## config.mk

```make
export PLATFORM = sky130hd
export DESIGN_NAME = change_dispenser
export DESIGN_NICKNAME = d
export VERILOG_FILES = /design/src/rtl/vending_pkg.sv /design/src/rtl/coin_hopper_bank.sv /design/src/rtl/change_dispenser.sv
export SDC_FILE = /design/constraint.sdc
export NUM_CORES = 1
export LEC_CHECK = 0
export CAP_MARGIN = 5
export CORE_MARGIN = 3
export CORE_UTILIZATION = 55
export CTS_BUF_LIST = sky130_fd_sc_hd__clkbuf_2
export DETAILED_ROUTE_END_ITERATION = 12
export PLACE_DENSITY = 0.8
export SLEW_MARGIN = 20
export SYNTH_ARGS = -nofsm -noshare
export SYNTH_HDL_FRONTEND = slang
export SYNTH_SLANG_ARGS = --single-unit
export TNS_END_PERCENT = 10
```

## constraint.sdc

```tcl
create_clock -name clk -period 3.35 [get_ports clk]
set_clock_uncertainty 0.1 [all_clocks]
set_input_delay 0.335 -clock clk [delete_from_list [all_inputs] [get_ports clk]]
set_output_delay 0.335 -clock clk [all_outputs]
set_load 0.02 [all_outputs]
```

## src/rtl/vending_pkg.sv

```systemverilog
`default_nettype none
// ============================================================================
// Module   : vending_pkg
// Purpose  : Shared definitions for the change-payout path: denomination
//            codes, their rupee values, and the payout FSM state encoding.
// Contents : NUM_DENOM, COIN_* codes, coin_value(), state_e
// Revision : 1.0 - initial release
// ============================================================================
package vending_pkg;

  localparam int NUM_DENOM = 5;

  // Denomination codes, ordered from largest to smallest value so that the
  // lowest code is always the greedy first choice.
  localparam logic [2:0] COIN_20 = 3'd0;
  localparam logic [2:0] COIN_10 = 3'd1;
  localparam logic [2:0] COIN_5  = 3'd2;
  localparam logic [2:0] COIN_2  = 3'd3;
  localparam logic [2:0] COIN_1  = 3'd4;

  localparam logic [7:0] VAL_20 = 8'd20;
  localparam logic [7:0] VAL_10 = 8'd10;
  localparam logic [7:0] VAL_5  = 8'd5;
  localparam logic [7:0] VAL_2  = 8'd2;
  localparam logic [7:0] VAL_1  = 8'd1;

  typedef enum logic [1:0] {
    ST_IDLE   = 2'd0,
    ST_SELECT = 2'd1,
    ST_ISSUE  = 2'd2,
    ST_FINISH = 2'd3
  } state_e;

  // Rupee value of a denomination code; unused codes are worth nothing.
  function automatic logic [7:0] coin_value(input logic [2:0] code);
    logic [7:0] v;
    case (code)
      COIN_20: v = VAL_20;
      COIN_10: v = VAL_10;
      COIN_5:  v = VAL_5;
      COIN_2:  v = VAL_2;
      COIN_1:  v = VAL_1;
      default: v = 8'd0;
    endcase
    return v;
  endfunction

endpackage
`default_nettype wire

```

## src/rtl/coin_hopper_bank.sv

```systemverilog
`default_nettype none
// ============================================================================
// Module   : coin_hopper_bank
// Purpose  : Five hopper inventory counters. Each counter decrements when a
//            coin of its denomination is acknowledged and adds refill coins
//            with saturation at 2^INV_W-1.
// Ports    : clk, rst_n          clock, async active-low reset
//            i_dec_en/i_dec_sel  decrement one hopper (coin taken)
//            i_refill/_sel/_cnt  add coins to one hopper (codes 5-7 ignored)
//            o_nonzero           per-hopper count != 0
//            o_empty             per-hopper count == 0 (registered)
// Revision : 1.0 - initial release
// ============================================================================
module coin_hopper_bank
  import vending_pkg::*;
#(
  parameter int INV_W    = 6,
  parameter int INV_INIT = 20
) (
  input  logic                 clk,
  input  logic                 rst_n,
  input  logic                 i_dec_en,
  input  logic [2:0]           i_dec_sel,
  input  logic                 i_refill,
  input  logic [2:0]           i_refill_sel,
  input  logic [INV_W-1:0]     i_refill_cnt,
  output logic [NUM_DENOM-1:0] o_nonzero,
  output logic [NUM_DENOM-1:0] o_empty
);

  localparam logic [INV_W:0]   c_max  = {1'b0, {INV_W{1'b1}}};
  localparam logic [INV_W-1:0] c_init = INV_W'(INV_INIT);

  for (genvar k = 0; k < NUM_DENOM; k++) begin : g_hopper
    logic [INV_W-1:0] r_count;
    logic             r_empty;
    logic             w_dec;
    logic             w_add;
    logic [INV_W:0]   w_sum;
    logic [INV_W-1:0] w_next;

    assign w_dec = i_dec_en && (i_dec_sel == 3'(k)) && (r_count != '0);
    assign w_add = i_refill && (i_refill_sel == 3'(k));

    // One extra bit of headroom: count-1+refill never exceeds 2*(2^INV_W-1),
    // and count>=1 whenever w_dec is set, so no underflow.
    assign w_sum  = {1'b0, r_count} - (INV_W+1)'(w_dec)
                  + (w_add ? {1'b0, i_refill_cnt} : '0);
    assign w_next = (w_sum > c_max) ? c_max[INV_W-1:0] : w_sum[INV_W-1:0];

    // Empty flag is computed from the next count so it never lags the counter.
    always_ff @(posedge clk or negedge rst_n) begin
      if (!rst_n) begin
        r_count <= c_init;
        r_empty <= (c_init == '0);
      end else begin
        r_count <= w_next;
        r_empty <= (w_next == '0);
      end
    end

    assign o_empty[k]   = r_empty;
    assign o_nonzero[k] = ~r_empty;
  end

endmodule
`default_nettype wire

```

## src/rtl/change_dispenser.sv

```systemverilog
`default_nettype none
// ============================================================================
// Module   : change_dispenser
// Purpose  : Pays out a change amount coin by coin, choosing denominations
//            greedily from the hopper inventories; reports any unpayable
//            remainder as owed.
// Ports    : clk, reset (async, active-low)
//            change_in/change_req    payout request (accepted when !busy)
//            busy, done, shortfall   status; done is a one-cycle pulse
//            coin_valid/coin_sel/coin_ack  coin ejector handshake
//            refill/refill_sel/refill_cnt  hopper refill strobe
//            owed                    unpaid remainder of the last payout
//            hopper_empty            per-hopper empty flags
// Revision : 1.0 - initial release
// ============================================================================
module change_dispenser
  import vending_pkg::*;
#(
  parameter int INV_W    = 6,
  parameter int INV_INIT = 20
) (
  input  logic                 clk,
  input  logic                 reset,
  input  logic [7:0]           change_in,
  input  logic                 change_req,
  output logic                 busy,
  output logic                 coin_valid,
  output logic [2:0]           coin_sel,
  input  logic                 coin_ack,
  input  logic                 refill,
  input  logic [2:0]           refill_sel,
  input  logic [INV_W-1:0]     refill_cnt,
  output logic                 done,
  output logic                 shortfall,
  output logic [7:0]           owed,
  output logic [NUM_DENOM-1:0] hopper_empty
);

  state_e                 r_state;
  state_e                 w_state_next;
  logic [7:0]             r_remaining;
  logic [7:0]             r_owed;
  logic [2:0]             r_sel;
  logic [NUM_DENOM-1:0]   w_nonzero;
  logic                   w_found;
  logic [2:0]             w_pick;
  logic                   w_ack;

  assign w_ack = (r_state == ST_ISSUE) && coin_ack;

  coin_hopper_bank #(
    .INV_W    (INV_W),
    .INV_INIT (INV_INIT)
  ) u_bank (
    .clk          (clk),
    .rst_n        (reset),
    .i_dec_en     (w_ack),
    .i_dec_sel    (r_sel),
    .i_refill     (refill),
    .i_refill_sel (refill_sel),
    .i_refill_cnt (refill_cnt),
    .o_nonzero    (w_nonzero),
    .o_empty      (hopper_empty)
  );

  // Greedy selector: scan smallest to largest so the last hit is the largest
  // affordable denomination that still has stock.
  always_comb begin
    w_found = 1'b0;
    w_pick  = COIN_20;
    for (int k = NUM_DENOM - 1; k >= 0; k--) begin
      if (w_nonzero[k] && (coin_value(3'(k)) <= r_remaining)) begin
        w_found = 1'b1;
        w_pick  = 3'(k);
      end
    end
  end

  // State register
  always_ff @(posedge clk or negedge reset) begin
    if (!reset) begin
      r_state <= ST_IDLE;
    end else begin
      r_state <= w_state_next;
    end
  end

  // Next-state logic
  always_comb begin
    w_state_next = r_state;
    case (r_state)
      ST_IDLE:   if (change_req) w_state_next = ST_SELECT;
      ST_SELECT: w_state_next = w_found ? ST_ISSUE : ST_FINISH;
      ST_ISSUE:  if (coin_ack) w_state_next = ST_SELECT;
      ST_FINISH: w_state_next = ST_IDLE;
      default:   w_state_next = ST_IDLE;
    endcase
  end

  // Outputs decode directly from the state register, so an async reset
  // clears them without waiting for a clock.
  always_comb begin
    busy       = (r_state != ST_IDLE);
    coin_valid = (r_state == ST_ISSUE);
    done       = (r_state == ST_FINISH);
    shortfall  = (r_state == ST_FINISH) && (r_remaining != 8'd0);
    coin_sel   = r_sel;
    owed       = r_owed;
  end

  // Payout datapath
  always_ff @(posedge clk or negedge reset) begin
    if (!reset) begin
      r_remaining <= 8'd0;
      r_owed      <= 8'd0;
      r_sel       <= COIN_20;
    end else begin
      case (r_state)
        ST_IDLE: begin
          if (change_req) begin
            r_remaining <= change_in;
            r_owed      <= 8'd0;
          end
        end
        ST_SELECT: begin
          if (w_found) r_sel <= w_pick;
        end
        ST_ISSUE: begin
          if (coin_ack) r_remaining <= r_remaining - coin_value(r_sel);
        end
        ST_FINISH: begin
          r_owed <= r_remaining;
        end
        default: ;
      endcase
    end
  end

endmodule
`default_nettype wire

```

==> impl_metrics.yaml <==
routing:
  number_of_vias_per_cell_after_detailed_routing: 5.52
  routed_wire_length_per_instance_um: 15.1
  detailedRoute.firstIterationViolations: 109
  drc: 0
  via_count: 4027
  antenna_left: 0
  finalWirelength_um: 11000
  first_pass_iters: 4
synthesis:
  synth_common_cells: "95 x inv_1, 65 x ha_1, 55 x nand2_1"
  synth-async-reset-ratio: 1.00
  synth_top_cells_by_area: "dfrtp_1 25%, ha_1 18%, inv_1 7.8%, dfstp_2 5.7%, a21oi_1 4.6%"
  yosys.cell_types.count: 53
  synth_top_cell_by_area: "dfrtp_1"
  postSynthRegisterBits: 56
  syn_area_um2: 4600
  synth.net_count: 629
  syn_area_per_cell_um2: 8.58
  synth_edf_count: 0
  synth.most_common_cell: "inv_1"
  synthFlopType: "dfrtp_1"
  post_synth_inst_count: 536
  yosysSeqAreaShare: 0.307
  synth_warnings: 0
  post-synth-top-area-fraction: 0.250
place:
  dpl.hpwl_um: 8550
  io_buffers: 41
  dp_slack_ns: -0.313
  place.gp.congestion: 0.853
  placed_cells_incl_taps: 714
floorplan:
  core-area_um2: 7930
  initial_utilization: 0.580
  die-width_um: 97.4
  dieArea_um2: 9490
  floorplan.die.height_um: 97.4
  std_cell_rows: 32
  io-pin-count: 42
sta:
  maxClockFrequency_mhz: 310
  worst_slew_pin_slew_ns: 0.681
  finalHoldViolCount: 0
  final_min_period_over_clock_period: 0.962
  fin_ws_ns: 0.127
  number_of_failing_setup_endpoints_in_the_final_timing_report: 0
  worst_slew_margin_relative_to_its_limit: 0.546
  number_of_pins_exceeding_their_max_slew_limit_in_the_final_report: 0
  rsz_0062_raised_after_global_routing: "yes"
  post-route-min-period_ns: 3.22
worst_setup_path:
  critical_path_at_ns: 3.47
  timing.critical_path.required_ns: 3.59
  critical_path_class: "flip-flop to flip-flop"
  path_max_fanout: 2
  worstSetupStartpointType: "flip-flop"
  crit_path_end_kind: "flip-flop"
clock_network:
  clock_insertion_delay_worst_skew_ns: 0.47
  clock_tree.root_cell: "clkbuf_2"
  clk_pin_slew_worst_paths_ns: 0.32
  ctsHtreeMaxLevel: 2
  numCtsBuffers: 5
  cts_tree: "yes"
  cts_buffer_depth: 2
  numClockSinks: 56
layout:
  final_net_count: 719
  n_fill_cell: 590
  multi_input_area_um2: 2860
  drive_gt1_frac: 0.188
  end_of_flow_core_utilization: 0.716
  final-seq-area_um2: 1410
  antenna_cells_inserted: 0
  syn2layout_area_growth_pct: 23.4
  stdcell_count: 729
global_route:
  grt_max_degree: 57
  grt.total_usage: 0.233
  number_of_global_route_vias_before_repair: 3913
  grt_first_pass_wirelength_um: 18200
  antenna_found_initial: 0
  grt_overflow: 0
pwr:
  fin_total_pwr_w: 0.00537
  power.density_cell_area_nw_per_um2: 946
  largest_voltage_drop_on_the_vdd_net_mv: 0.559
  p_leak_nw: 2.78
run:
  max_cap_viol_count: 0
run_status:
  outcome: "complete, no violations"
worst_hold_path:
  hold_path.class: "input port to async pin"
-- worst paths after layout --
kind	startpoint	end	slack, ns	cells after the start
setup / recovery	u_bank.g_hopper[2].r_count[3]	u_bank.g_hopper[2].r_empty	0.13	12
hold / removal	reset	r_remaining[1]	0.36	3
setup reg to reg	u_bank.g_hopper[2].r_count[3]	u_bank.g_hopper[2].r_empty	0.13	12
hold reg to reg	coin_sel[1]	coin_sel[1]	0.46	1
max in group asynchronous	reset	u_bank.g_hopper[0].r_count[3]	2.29	3
min in group clk	change_in[3]	r_remaining[3]	0.36	3
-- where the power goes --
part	total [W]	internal, W	switching [W]
clock	0.000357	0.000129	0.000228
combinational	0.00382	0.00180	0.00201
sequential	0.00119	0.000973	0.000220
-- per-layer routing --
layer	share of wire	up-vias	track usage	routed length, um
li1	-	1971	-	-
met1	0.43	1916	0.294	4760
met2	0.50	114	0.418	5530
met3	0.043	26	0.0302	474
met4	0.024	0	0.0660	269
met5	0	-	0	0
-- metrics by stage --
stage | area, um^2 | TNS, ns | hold WS, ns
floorplan | 4610 | -0.000745 | -0.0606
global placement | 5410 | -0.722 | 0.400
detailed placement | 5410 | -3.00 | 0.406
CTS | 5550 | 0 | 0.358
global route | 5670 | -0.122 | 0.361
finish | 5670 | 0 | 0.357
-- cells by family (layout without fill, tap and decap cells) --
logic type	count (synthesis)	in the layout	share of synthesized area
flops	56	56	0.307
compound gates	120	120	0.166
mux	1	1	0.00218
fa+ha+maj	71	71	0.203
buf+inv	109	200	0.0999
simple gates	151	151	0.168
xor+xnor	28	28	0.0533
-- layout by cell type, fill, tap and decap left out, drive strengths merged, types with 2 or more instances in the layout --
cell / Yosys / layout
xnor2: 12 / 12
nor2b: 4 / 4
or2: 8 / 8
or3: 2 / 2
fa: 6 / 6
nand4: 2 / 2
nor2: 25 / 25
nand3b: 2 / 2
dfrtp: 46 / 46
a311oi: 4 / 4
o21a: 2 / 2
nand2: 55 / 55
buf: 8 / 55
clkinv: 1 / 2
nand3: 3 / 3
clkdlybuf4s50: 0 / 40
nand2b: 18 / 18
a211oi: 13 / 13
and2: 6 / 6
nor4: 6 / 6
o21bai: 10 / 10
clkbuf: 5 / 5
nor4b: 5 / 5
a21oi: 43 / 43
ha: 65 / 65
inv: 95 / 96
dfstp: 10 / 10
o31ai: 2 / 2
o21ai: 18 / 18
o22ai: 10 / 10
a21o: 11 / 11
nor3: 10 / 10
xor2: 16 / 16
-- sequential cells by signal, indices dropped and copies added (netlist names) --
register,count
coin_sel,3
owed,8
r_remaining,8
r_state,2
u_bank.g_hopper.r_count,30
u_bank.g_hopper.r_empty,5
-- critical path, cell delays in order (launching register included) --
cell      delay [ns]
dfrtp_1         0.46
nor4_1          0.35
a311oi_2        0.15
ha_1            0.30
inv_1           0.04
ha_1            0.22
fa_1            0.40
a211oi_2        0.23
o21bai_1        0.12
a21oi_2         0.15
xor2_1          0.19
nand2_1         0.12
nor4b_2         0.28
-- final cells by class --
type	instances	share of cell area
multi-input cells	371	0.505
well taps	102	0.0225
flip-flops and latches	56	0.249
clock buffers	5	0.00441
inverters	96	0.0639
repair buffers	96	0.147
clock inverters	3	0.00838
-- what timing repair did --
item                                    4_1_cts  5_1_grt
pin swaps                                     2       24
hold endpoints to repair                     46        0
hold buffers                                  1        0
setup buffers                                 1        5
endpoints found under the setup margin        4       22
gates resized for setup                       8       20
Note: power is estimated with default switching activity, not from simulation.
